$ cat src/rtl/rs_drive_ctrl.sv
// rs_drive_ctrl: synchronises, debounces and arbitrates set/reset requests into clean S/R pulses.
// Defining RS_FEEDBACK_SKIP_EN drops requests that Q_Fb shows are already satisfied.
module rs_drive_ctrl #(
  parameter int DB_CYCLES = 4,
  parameter int PULSE_W   = 2,
  parameter int GAP_W     = 1
) (
  input  logic Clk,
  input  logic Reset_L,
  input  logic E,
  input  logic Set_Req,
  input  logic Rst_Req,
  input  logic Q_Fb,
  output logic S,
  output logic R,
  output logic Busy,
  output logic Conflict
);
  localparam int DW = $clog2(DB_CYCLES + 1);
  localparam int PMAX = PULSE_W > GAP_W ? PULSE_W : GAP_W;
  localparam int PW = $clog2(PMAX + 1);
  localparam logic [DW-1:0] DBL = DW'(DB_CYCLES - 1);
  localparam logic [PW-1:0] PL = PW'(PULSE_W - 1);
  localparam logic [PW-1:0] GL = PW'(GAP_W > 0 ? GAP_W - 1 : 0);

  typedef enum logic [1:0] {IDLE, PULSE_S, PULSE_R, GAP} state_t;

  state_t state_q, state_d;
  logic [1:0] s1_q, s2_q, db_q, db_d, dbp_q;
  logic [DW-1:0] dcnt_q [2];
  logic [DW-1:0] dcnt_d [2];
  logic set_pend_q, set_pend_d, rst_pend_q, rst_pend_d;
  logic [PW-1:0] pcnt_q, pcnt_d;
  logic set_ev, rst_ev, idle, skip_s, skip_r, start_s, start_r, pl, gl;

`ifdef RS_FEEDBACK_SKIP_EN
  logic [1:0] qs_q;
  always_ff @(posedge Clk or negedge Reset_L)
    if (!Reset_L) qs_q <= '0;
    else qs_q <= {qs_q[0], Q_Fb};
  assign skip_r = idle & rst_pend_q & ~qs_q[1];
  assign skip_s = idle & set_pend_q & qs_q[1];
`else
  logic unused_q_fb;
  assign unused_q_fb = Q_Fb;
  assign skip_r = 1'b0;
  assign skip_s = 1'b0;
`endif

  // channel 0 = set, channel 1 = reset
  always_comb begin
    for (int i = 0; i < 2; i++) begin
      dcnt_d[i] = (s2_q[i] == db_q[i] || dcnt_q[i] == DBL) ? '0 : dcnt_q[i] + 1'b1;
      db_d[i] = (s2_q[i] != db_q[i] && dcnt_q[i] == DBL) ? s2_q[i] : db_q[i];
    end
  end

  assign set_ev  = db_q[0] & ~dbp_q[0];
  assign rst_ev  = db_q[1] & ~dbp_q[1];
  assign idle    = state_q == IDLE;
  assign start_r = idle & E & rst_pend_q & ~skip_r;
  assign start_s = idle & E & set_pend_q & ~skip_s & ~(rst_pend_q & ~skip_r);
  assign pl      = pcnt_q == PL;
  assign gl      = pcnt_q == GL;

  always_comb begin
    rst_pend_d = rst_ev | (rst_pend_q & ~start_r & ~skip_r);
    set_pend_d = (set_ev & ~rst_ev) | (set_pend_q & ~start_s & ~skip_s);
    state_d = idle ? (start_r ? PULSE_R : start_s ? PULSE_S : IDLE)
            : state_q == GAP ? (gl ? IDLE : GAP)
            : pl ? (GAP_W == 0 ? IDLE : GAP) : state_q;
    pcnt_d = (idle || (state_q == GAP ? gl : pl)) ? '0 : pcnt_q + 1'b1;
  end

  always_ff @(posedge Clk or negedge Reset_L) begin
    if (!Reset_L) begin
      s1_q       <= '0;
      s2_q       <= '0;
      db_q       <= '0;
      dbp_q      <= '0;
      dcnt_q     <= '{default: '0};
      set_pend_q <= 1'b0;
      rst_pend_q <= 1'b0;
      state_q    <= IDLE;
      pcnt_q     <= '0;
      S          <= 1'b0;
      R          <= 1'b0;
      Busy       <= 1'b0;
      Conflict   <= 1'b0;
    end else begin
      s1_q       <= {Rst_Req, Set_Req};
      s2_q       <= s1_q;
      db_q       <= db_d;
      dbp_q      <= db_q;
      dcnt_q     <= dcnt_d;
      set_pend_q <= set_pend_d;
      rst_pend_q <= rst_pend_d;
      state_q    <= state_d;
      pcnt_q     <= pcnt_d;
      S          <= state_d == PULSE_S;
      R          <= state_d == PULSE_R;
      Busy       <= state_d != IDLE;
      Conflict   <= set_ev & rst_ev;
    end
  end
endmodule

$ cat config.mk
export PLATFORM = sky130hd
export DESIGN_NAME = rs_drive_ctrl
export DESIGN_NICKNAME = d
export VERILOG_FILES = /design/src/rtl/rs_drive_ctrl.sv
export SDC_FILE = /design/constraint.sdc
export NUM_CORES = 1
export LEC_CHECK = 0
export ABC_AREA = 1
export BUFFER_PORTS_ARGS = -buffer_cell sky130_fd_sc_hd__buf_2
export CAP_MARGIN = 20
export CORE_ASPECT_RATIO = 1.25
export CORE_MARGIN = 2
export CORE_UTILIZATION = 40
export DETAILED_ROUTE_END_ITERATION = 10
export PLACE_DENSITY_LB_ADDON = 0.3
export SETUP_SLACK_MARGIN = 0.2
export SYNTH_ARGS = -nofsm -noshare
export SYNTH_HDL_FRONTEND = slang
export SYNTH_SLANG_ARGS = --single-unit
$ cat constraint.sdc
create_clock -name Clk -period 2.8 [get_ports Clk]
set_input_delay 0.28 -clock Clk [delete_from_list [all_inputs] [get_ports Clk]]
set_output_delay 0.28 -clock Clk [all_outputs]
set_load 0.005 [all_outputs]
; Word level (Yosys, flattened, before mapping)
; Index checks and enable logic that the tools add are counted.
; Widths: inputs -> output; s select.
[word_totals]
mem_bits_ro = 0
ff_bits = 24
ramBits = 0
mem_count = 0
latch_bits = 0
inputBits = 6
[classes]
n_reduce_logical = 8
n_addsub = 3
mux = 10
mul = 0
div = 0
n_lt_le_gt_ge = 0
n_shift = 0
bitwise_logic = 18
eq_ne = 10
[op_table]
columns = operator, count
row1 = $mux 2, 6
row2 = $and 1x1->1, 10
row3 = $add 3x1->3 const B, 2
row4 = $eq 3x2->1 const B, 2
row5 = $mux 3, 2
row6 = $not 1->1, 6
row7 = $eq 2x1->1 const B, 2
row8 = $eq 2x2->1 const B, 2
row9 = $logic_not 2->1, 2
row10 = $logic_or 1x1->1, 3
row11 = $add 2x1->2 const B, 1
row12 = $eq 1x1->1, 2
row13 = $logic_and 1x1->1, 2
row14 = $mux 1, 2
row15 = $ne 1x1->1, 2
row16 = $or 1x1->1, 2
row17 = $reduce_bool 2->1, 1

; Logic depth before layout (Yosys ltp)
[logic_depth]
depth_word = 8
depth_mapped = 7
mapped_depth_nobuf = 7

; Worst setup path after synthesis
; OpenSTA, ideal clock, no wires.
[synth_path]
path_kind = reg2reg
from = register dcnt_q[3] (netlist name)
to = register dcnt_q[3] (netlist name)
slack_ps = 1680
path_buffers = 0
arrival_ps = 1047
setup_time_ps = 73
stages_incl_launch_ff = 6
required_time_ps = 2727
cell_sequence = dfrtp_1 -> ha_1 -> ha_1 -> a21oi_1 -> o21ai_0 -> nor2_1
[synth_lines]
columns = element, line_no
row1 = "start, declared", 30  ; logic [DW-1:0] dcnt_q [2];
row2 = "start signal, assigned", 95  ; dcnt_q <= dcnt_d;

==> impl_summary.log <==
INFO  metric finalMaxSlewViolations = 0
INFO  metric max_cap_violations = 0
INFO  metric clk_pin_slew = 130 ps
INFO  metric first_global_vias = 605
INFO  metric fp.dieH = roughly 60 µm
INFO  metric min_period_over_period = roughly 45%
INFO  metric skew = a little over 8 ps
INFO  metric floorplan.core_area = between 0.002 and 0.0025 mm²
INFO  metric multi_input_comb_area = 290 µm²
INFO  metric setup_tns = 0 ps
INFO  metric post_synthesis_cells = 96
INFO  metric period_needed = between 1000 and 1500 ps
INFO  metric power_switching = slightly below 0.4 mW
INFO  metric routed_wirelength = between 1000 and 1500 µm
INFO  metric regArea = about 600 µm²
INFO  metric nets_final = roughly 120
INFO  metric hold_slack = ~60 ps
INFO  metric start_util = a little over two fifths
INFO  metric antenna_found_initial = 0
INFO  metric power.switching_fraction = 33.8%
INFO  metric drt-initial-drc-count = 12
INFO  metric criticalPathCategory = reg2reg
INFO  metric largest_net_degree_at_the_start_of_global_routing = 25
INFO  metric fillCellCount = between 200 and 250
INFO  metric route.vias.total = 620
INFO  metric cts_max_path_buffers = 2
INFO  metric synth_cell_type_count = 11
INFO  metric power_density = between 1000 and 1500 mW/mm²
INFO  metric synth_nets = 108
INFO  metric cts_num_sinks = 24
INFO  metric max_slew_margin = approximately two thirds
INFO  metric netlist_area = 951 µm²
INFO  metric transition_time_of_the_tightest_slew_check_pin = just over 500 ps
INFO  metric fp.dieW = between 40 and 50 µm
INFO  metric design.portCount = 10
INFO  metric power.clock.fraction = a little over a fifth
INFO  metric combPwrFrac = 31.4%
INFO  metric yosys_warnings = 0
INFO  metric overflow = 0
INFO  metric min-delay-path-class = in2reg
INFO  metric fp.dieArea = between 0.002 and 0.003 mm²
INFO  metric postLayoutSetupSlackWorst = 1550 ps
INFO  metric post-synth-top-area-cell = dfrtp_1
INFO  metric cts_max_level = 1
INFO  metric status = complete, no violations
INFO  metric clock_latency_on_the_worst_skew_pair = 310 ps
INFO  metric drt.antenna.violating_nets = 0
INFO  metric place_hpwl = 913 µm
INFO  metric drt-wirelength-per-cell = approximately 9 µm
INFO  metric total_chip_power = ~1.1 mW
INFO  metric via_per_inst = between 4 and 5
INFO  metric placement.io_buffers = 8
INFO  metric worst_setup_path_start_kind = flop
INFO  metric synth-seq-cells = 24
INFO  metric setup.reg_to_reg.worst_slack = 1550 ps
INFO  metric antenna_cells = 0
INFO  metric drcViolationCount = 0
INFO  metric global_route_wire_length_before_repair = around 2400 µm
INFO  metric root_buffer = clkbuf_4
INFO  metric row_count = 19
INFO  metric p_leak = roughly 0.58 nW
INFO  metric gp_congestion = between 0.7 and 0.8
INFO  metric drt_pass1_iterations = 4
INFO  metric detailedPlace.worstSlack = 1570 ps
INFO  metric avgSynthCellArea = 9.91 µm²
INFO  metric max-vdd-ir-drop = 648 µV
INFO  metric postCtsResizedCells = 0
INFO  metric hold_violations = 0
INFO  metric tritoncts = yes
INFO  metric intPower = approximately 0.76 mW
INFO  metric sequential_element_share_of_the_synthesized_area = a little over three fifths
INFO  metric crit_required = between 3000 and 4000 ps
INFO  metric cts_buffers = 3
INFO  metric fmax = 802 MHz
INFO  metric number_of_failing_setup_endpoints_in_the_final_timing_report = 0
INFO  metric pwr-share-seq = 47.2%
INFO  metric synth_top_cells_by_area = dfrtp_1, ha_1, nor2_1
INFO  metric path_max_fanout = 3
INFO  metric rsz_0062_raised_after_global_routing = false
INFO  metric area_growth = 14.9%
INFO  metric synth_largest_type_area_fraction = 63.2%
INFO  metric fraction_of_final_layout_cells_sized_beyond_drive_strength_1 = between 10 and 15%
INFO  metric arrival = roughly 1500 ps
INFO  metric global_route.usage.total = a little under an eighth
INFO  metric sort_of_element_at_the_end_of_the_critical_path = flop
[power groups by stage]
stage / sequential, mW / clock, mW / combinational [mW]
2_1_floorplan: 0.536 / 0 / 0.279
3_3_place_gp: 0.541 / 0 / 0.355
3_5_place_dp: 0.548 / 0 / 0.365
4_1_cts: 0.542 / 0.252 / 0.370
5_1_grt: 0.557 / 0.270 / 0.437
6_report: 0.541 / 0.246 / 0.360
[worst paths after layout]
check                                    start                  end  cells after the start
setup / recovery           dcnt_q[3]$_DFF_PN0_  dcnt_q[3]$_DFF_PN0_                      5
hold / removal                         Rst_Req    s1_q[1]$_DFF_PN0_                      1
setup reg to reg           dcnt_q[3]$_DFF_PN0_  dcnt_q[3]$_DFF_PN0_                      5
hold reg to reg              s1_q[0]$_DFF_PN0_    s2_q[0]$_DFF_PN0_                      0
max in group asynchronous              Reset_L          R$_DFF_PN0_                      2
min in group asynchronous              Reset_L   dbp_q[0]$_DFF_PN0_                      2
[area by class of cell]
type | instances | share of cell area (%)
sequential | 24 | 55.0
multi-input combinational | 56 | 26.6
inverter | 16 | 5.50
timing repair buffer | 9 | 4.58
tap | 31 | 3.55
clock inverter | 1 | 2.75
clock buffer | 3 | 2.06
[registers in the layout, indices dropped and copies added, names as in the netlist]
register	cells
Busy	1
Conflict	1
R	1
S	1
db_q	2
dbp_q	2
dcnt_q	6
pcnt_q	2
rst_pend_q	1
s1_q	2
s2_q	2
set_pend_q	1
state_q	2
[critical path, cell delays in order, from the launching register on]
cell,delay (ps)
dfrtp_1,410
ha_1,200
ha_1,200
a21oi_1,100
o21ai_0,160
nor2_1,130
[cells in the mapped netlist]
cell	count
nand4_1	1
a21oi_1	4
dfrtp_1	24
o21ai_0	5
nand3_1	5
or2_2	1
ha_1	6
nor2_2	2
nand2_1	15
inv_1	16
nor2_1	17
[cells in the final DEF, fill, tap and decap left out, types with 2 or more instances in the layout]
cell type  instances
a21oi_1            4
nor2_2             2
nand2_1           15
nor2_1            17
buf_2              8
clkbuf_4           3
o21ai_0            5
inv_1             16
ha_1               6
dfrtp_1           24
nand3_1            5
[what timing repair did]
action                    CTS  global route
hold endpoints to repair   24             0
buffers inserted            0             0
hold buffers                1             0
[through the flow]
| step | cell area [µm²] | std cells | util, % |
|---|---|---|---|
| 6_report | 1090 | 140 | 48.9 |
| 5_1_grt | 1090 | 140 | 48.9 |
| 4_1_cts | 1090 | 140 | 48.9 |
| 3_5_place_dp | 1030 | 135 | 46.1 |
| 3_3_place_gp | 1030 | 135 | 46.1 |
| 2_1_floorplan | 951 | 96 | - |
[routing by layer]
| layer | global-route usage (%) | wire, µm |
|---|---|---|
| met5 | 0 | 0 |
| met1 | 15.2 | 627 |
| met3 | 2.76 | 37 |
| met2 | 18.1 | 584 |
| met4 | 5.79 | 26 |
[kinds of logic (layout without fill, tap and decap cells)]
family,Yosys count,after routing,synth area share (%)
and+or+nand+nor,41,41,17.9
DFF,24,24,63.2
buffers and inverters,16,29,6.32
AOI/OAI and AO/OA,9,9,4.74
adders and majority gates,6,6,7.89
Note: power is estimated with default switching activity, not from simulation.
